--- src/rtl/mux4_1.sv ---
// 4:1 single-bit multiplexer with a combinational output and a registered copy.
// It also has a one-cycle change flag and a saturating count of output transitions.
module mux4_1 #(
  parameter int unsigned CNT_W = 8
) (
  input  logic             clk,
  input  logic             rst,
  input  logic [1:0]       s,
  input  logic             d0,
  input  logic             d1,
  input  logic             d2,
  input  logic             d3,
  output logic             y,
  output logic             y_q,
  output logic [1:0]       s_q,
  output logic             chg,
  output logic [CNT_W-1:0] cnt
);

  localparam logic [CNT_W-1:0] CNT_MAX = '1;

  logic             y_d;
  logic [1:0]       s_d;
  logic             chg_d;
  logic             chg_q;
  logic [CNT_W-1:0] cnt_d;
  logic [CNT_W-1:0] cnt_q;

  // NOTE: every always_comb output gets a default first so no path can infer a latch.
  always_comb begin
    y = d0;
    case (s)
      2'b00:   y = d0;
      2'b01:   y = d1;
      2'b10:   y = d2;
      2'b11:   y = d3;
      default: y = d0;
    endcase
  end

  // The transition is judged against the flop's current value, so the first
  // edge after reset compares y against the reset value 0.
  always_comb begin
    y_d   = y;
    s_d   = s;
    chg_d = (y != y_q);
    cnt_d = cnt_q;
    if (chg_d && (cnt_q != CNT_MAX)) begin
      cnt_d = cnt_q + CNT_W'(1);
    end
  end

  // NOTE: state flops use non-blocking assignments so all registers update together at the edge.
  always_ff @(posedge clk or posedge rst) begin
    if (rst) begin
      y_q   <= 1'b0;
      s_q   <= 2'b00;
      chg_q <= 1'b0;
      cnt_q <= '0;
    end else begin
      y_q   <= y_d;
      s_q   <= s_d;
      chg_q <= chg_d;
      cnt_q <= cnt_d;
    end
  end

  assign chg = chg_q;
  assign cnt = cnt_q;

endmodule

--- config.mk ---
export PLATFORM = sky130hd
export DESIGN_NAME = mux4_1
export DESIGN_NICKNAME = d
export VERILOG_FILES = /design/src/rtl/mux4_1.sv
export SDC_FILE = /design/constraint.sdc
export NUM_CORES = 1
export LEC_CHECK = 0
export CORE_AREA = 5 5 42 44
export CTS_BUF_LIST = sky130_fd_sc_hd__clkbuf_4 sky130_fd_sc_hd__clkbuf_8
export DETAILED_ROUTE_END_ITERATION = 8
export DIE_AREA = 0 0 47 49
export GPL_ROUTABILITY_DRIVEN = 0
export PLACE_DENSITY = 0.77
export SLEW_MARGIN = 20
export SYNTH_ARGS = -nofsm -noshare
export SYNTH_HDL_FRONTEND = slang
export SYNTH_SLANG_ARGS = --single-unit
--- constraint.sdc ---
create_clock -name clk -period 2.8 [get_ports clk]
set_input_delay 0.42 -clock clk [delete_from_list [all_inputs] [get_ports clk]]
set_output_delay 0.42 -clock clk [all_outputs]
set_load 0.02 [all_outputs]
* After elaboration in Yosys (flattened, before gate mapping) *
Index checks and enable logic that the tools add are counted.

word-level totals
  bits in registers = 12
  output and inout bits = 13

operators by class
  add/subtract/negate cells = 1
  eq/ne operators = 5
  muxes and demuxes = 1
  reduce and logical (&&, ||, !) cells = 2

operators by type and width
  kind                 number
  $add 8x1->8 const B  1
  $ne 8x8->1 const B   1
  $eq 2x2->1 const B   2
  $pmux 1 s4           1
  $eq 2x1->1 const B   1
  $logic_not 2->1      1
  $logic_and 1x1->1    1
  $ne 1x1->1           1

* Logic depth before layout (Yosys ltp) *
  word-level depth = 4
  gate-level depth with buffers = 5

* Worst setup path after synthesis *
No wires, ideal clock.

  path kind = input port to flip-flop
  start point = in s[0]
  end point = reg cnt_q[6], in the netlist cnt[6]
  library setup time = 125 ps
  data arrival time = 1764 ps
  path slack = 912 ps
  stages on the path = 4
  buffers on the path = 0
  cell sequence = mux4_2 > xnor2_4 > nor3_1 > mux2_2

on the way
  longest elaborated chain between the ends = 4

ends and longest elaborated chain
  item                                      line  source
  start, declared                           8     input logic [1:0] s,
  $eq 2x2->1, or another cell as far along  32    case (s)
  $pmux 1 s4 (*)                            32
  $ne 1x1->1 (*)                            46    chg_d = (y != y_q);
  $logic_and 1x1->1 (*)                     48    if (chg_d && (cnt_q != CNT_MAX)) begin
  end signal, assigned                      64    cnt_q <= cnt_d;
  end, declared                             27    logic [CNT_W-1:0] cnt_q;

Every way passes the cells marked *; elsewhere a longest branch is shown, timed or not.
A chain may end at the register's enable or synchronous reset.

* Worst setup path in the final report *
  start point = in s[0]
  end point = out y

on the way
  longest elaborated chain between the ends = 2

ends and longest elaborated chain
  item                                      line  source
  $eq 2x2->1, or another cell as far along  32
  $pmux 1 s4 (*)                            32
  end, declared                             13    output logic y,

Marks and branches as above.

==> metrics.cfg <==
[critical_path]
critical_path.startpoint_type = input pin
worst-endpoint-required_ns = 2.38
crit_chain = clkdlybuf4s50_1 -> mux4_2 -> clkdlybuf4s50_1
worst_ep_arrival_time_ns = 2.08
setup.worst_path.class = in2out
cp_slowest_cell = sky130_fd_sc_hd__mux4_2
crit_top_cell = sky130_fd_sc_hd__clkdlybuf4s50_1
worstSetupEndpointType = primary output
worstPathMaxFanout = 3
critical_path.max_stage_delay_ns = 0.58

[power_and_ir_drop]
switchingPower_mw = 0.2778
clockPowerShare_pct = 13.7
max-vdd-ir-drop_mv = 0.5049
power_frac_seq_pct = 41.3
internal_portion_of_total_power_mw = 0.4551
power.combinational.fraction_pct = 45.0
power_density_nw_per_um2 = 949.4
switching_share_pct = 37.90
cellLeakagePower_nw = 0.3221

[timing]
timing_max_transition_violations_final = 0
rsz0062_at_grt = no
min_period_over_period_pct = 89.34
totalNegativeSetupSlack_ns = 0
relSlewSlack_pct = 70.40
tightest_slew_ns = 0.4434
timing_hold_violations_final = 0
final.hold.worst_slack_ns = 0.4489
period_minus_slack_ns = 2.502
setup_viol = 0
fmaxAchievable_mhz = 399.7
timing.clock.skew_ns = 0.004182

[clocking]
cts_buffers = 3
clkLatencyLatePin_ns = 0.27
cts.hold.buffers_added = 0
cts.reportedPaths.clkPinSlew_ns = 0.07
tritoncts = done
clockRootBuffer = sky130_fd_sc_hd__clkbuf_4
clock_sinks = 12
ctsLongestPathBuffers = 2
cts.repair.resized = 0
postCtsSetupRepairBufs = 0
cts.htree.levels = 1

[route]
drt_total_wl_um = 990
detailedRoute.firstPassIterationCount = 3
detail-route-antenna-nets = 0
drtIter0Drc = 12
vias_per_cell = 4.911
routed_wire_length_per_instance_um = 12.53
vias = 388
drc = 0

[global_routing]
maximum_number_of_pins_on_one_net_before_global_route_repair = 13
first_global_vias = 388
globalRoute.totalOverflow = 0
antenna_found_initial = 0
grtUsageTotal_pct = 9.292
grt_first_pass_wirelength_um = 1552

[place]
portBuffers = 20
post_dp_cell_area_um2 = 749.5
placed_cells = 76

[floorplanning]
design.die.area_um2 = 2303
starting_utilization_of_the_core_area_pct = 37.77
floorplan.io_pins = 21
fp.dieW_um = 47
placeable_core_area_um2 = 1401
rows = 14
y_dimension_of_the_die_um = 49

[run_status]
run_status = completed

[cells_and_area]
layout.area.seq_um2 = 300.3
design.final.nets = 74
multiInputGateArea_um2 = 221.5
fin_area_um2 = 772.0
finalCoreUtilization_pct = 55.09
post_layout_nonfiller_instances = 79
area_growth_pct = 45.86
fillCellCount = 135
post_route_cells_drive_above_1_share_pct = 11.11
num_antenna_cells = 0

[yosys]
synth.net_count = 49
yosysUniqueCellTypes = 18
synth_largest_type_area_fraction_pct = 56.74
yosys-top-cells-area = sky130_fd_sc_hd__dfrtp_1 57%, sky130_fd_sc_hd__xor2_1 9.9%, sky130_fd_sc_hd__xnor2_4 5.2%, sky130_fd_sc_hd__mux4_2 4.3%, sky130_fd_sc_hd__nand3_1 2.8%
post_synthesis_instance_area_um2 = 529.3
synth.avg_cell_area_um2 = 13.23
synth_seq_area_share_pct = 56.74
synth_seq_cells = 12
cell_accounting_for_the_most_synthesized_area = sky130_fd_sc_hd__dfrtp_1
synthCells = 40
yosysWarningCount = 0

[min_path]
hold_path.class = in2async

[run]
drv_cap = 0

-- cell type report --
cell class / instances / area share (%)
multi-input combinational: 26 / 28.69
sequential: 12 / 38.90
clock buffer: 3 / 2.917
inverter: 2 / 0.9724
timing repair buffer: 20 / 25.93
tap: 16 / 2.593
-- metrics by stage --
stage	total power, mW	worst slack (ns)
final	0.7329	0.2984
after global routing	0.7781	0.2603
after CTS	0.7416	0.2859
after detailed placement	0.6368	0.2874
after global placement	0.6315	0.3164
after floorplan	0.4789	0.9116
-- power by group through the flow --
| stage | Combinational (mW) | Sequential (mW) | Clock, mW |
|---|---|---|---|
| after floorplan | 0.109 | 0.370 | 0 |
| after global placement | 0.325 | 0.306 | 0 |
| after detailed placement | 0.332 | 0.305 | 0 |
| after CTS | 0.335 | 0.303 | 0.104 |
| after global routing | 0.352 | 0.313 | 0.113 |
| final | 0.329 | 0.303 | 0.100 |
-- synthesized netlist by cell type (all sizes together) --
cell,count
dfrtp,12
xor2,6
nand3,3
inv,2
mux2,2
nand2,2
nor2,2
nor3,2
nor4,2
ha,1
mux4,1
nand2b,1
nand4,1
nor3b,1
nor4b,1
xnor2,1
-- cells by family (layout without fill, tap and decap cells) --
group / Yosys count / in the layout / share of synthesized area [%]
DFF: 12 / 12 / 56.74
adders and majority gates: 1 / 1 / 2.364
xor gates and xnor gates: 7 / 7 / 15.13
buffers and inverters: 2 / 25 / 1.419
and+or+nand+nor: 15 / 15 / 15.84
muxes: 3 / 3 / 8.510
-- cell usage in the layout, fill, tap and decap left out --
| cell type | instances |
|---|---|
| sky130_fd_sc_hd__clkdlybuf4s50_1 | 20 |
| sky130_fd_sc_hd__dfrtp_1 | 12 |
| sky130_fd_sc_hd__xor2_1 | 6 |
| sky130_fd_sc_hd__nand3_1 | 3 |
| sky130_fd_sc_hd__clkbuf_4 | 3 |
| sky130_fd_sc_hd__nor4_1 | 2 |
| sky130_fd_sc_hd__inv_1 | 2 |
| sky130_fd_sc_hd__nor3_1 | 2 |
| sky130_fd_sc_hd__nand2_1 | 2 |
| sky130_fd_sc_hd__nand4_1 | 1 |
| sky130_fd_sc_hd__mux4_2 | 1 |
| sky130_fd_sc_hd__xnor2_4 | 1 |
| sky130_fd_sc_hd__nor2_1 | 1 |
| sky130_fd_sc_hd__nor2_2 | 1 |
| sky130_fd_sc_hd__mux2_1 | 1 |
| sky130_fd_sc_hd__nor3b_1 | 1 |
| sky130_fd_sc_hd__nor4b_1 | 1 |
| sky130_fd_sc_hd__nand2b_1 | 1 |
| sky130_fd_sc_hd__mux2_2 | 1 |
| sky130_fd_sc_hd__ha_1 | 1 |
-- flip-flops by register name, indices dropped and copies added (netlist names) --
signal  count
cnt         8
s_q         2
chg         1
y_q         1
-- critical path, delay by kind of cell --
| kind | cells | cell delay (ns) |
|---|---|---|
| buf+inv | 2 | 1.07 |
| mux | 1 | 0.58 |
-- layer usage --
layer / GRT usage [%] / share of wire, % / vias to the layer above
li1: - / - / 187
met1: 11.06 / 40 / 182
met2: 14.25 / 47 / 19
met3: 3.690 / 13 / 0
met4: 4.147 / 0 / 0
met5: 0 / 0 / -
-- path summary, 6_finish.rpt --
check,start,end,slack (ns),cells after the start
max in group asynchronous,rst,cnt[4],2.04,2
worst max-delay path,s[0],y,0.30,3
worst max register to register,cnt[0],cnt[1],1.24,5
worst min-delay path,rst,cnt[0],0.45,2
worst min register to register,cnt[7],cnt[7],0.51,1
min in group clk,cnt[7],cnt[7],0.51,1
Note: power is estimated with default switching activity, not from simulation.
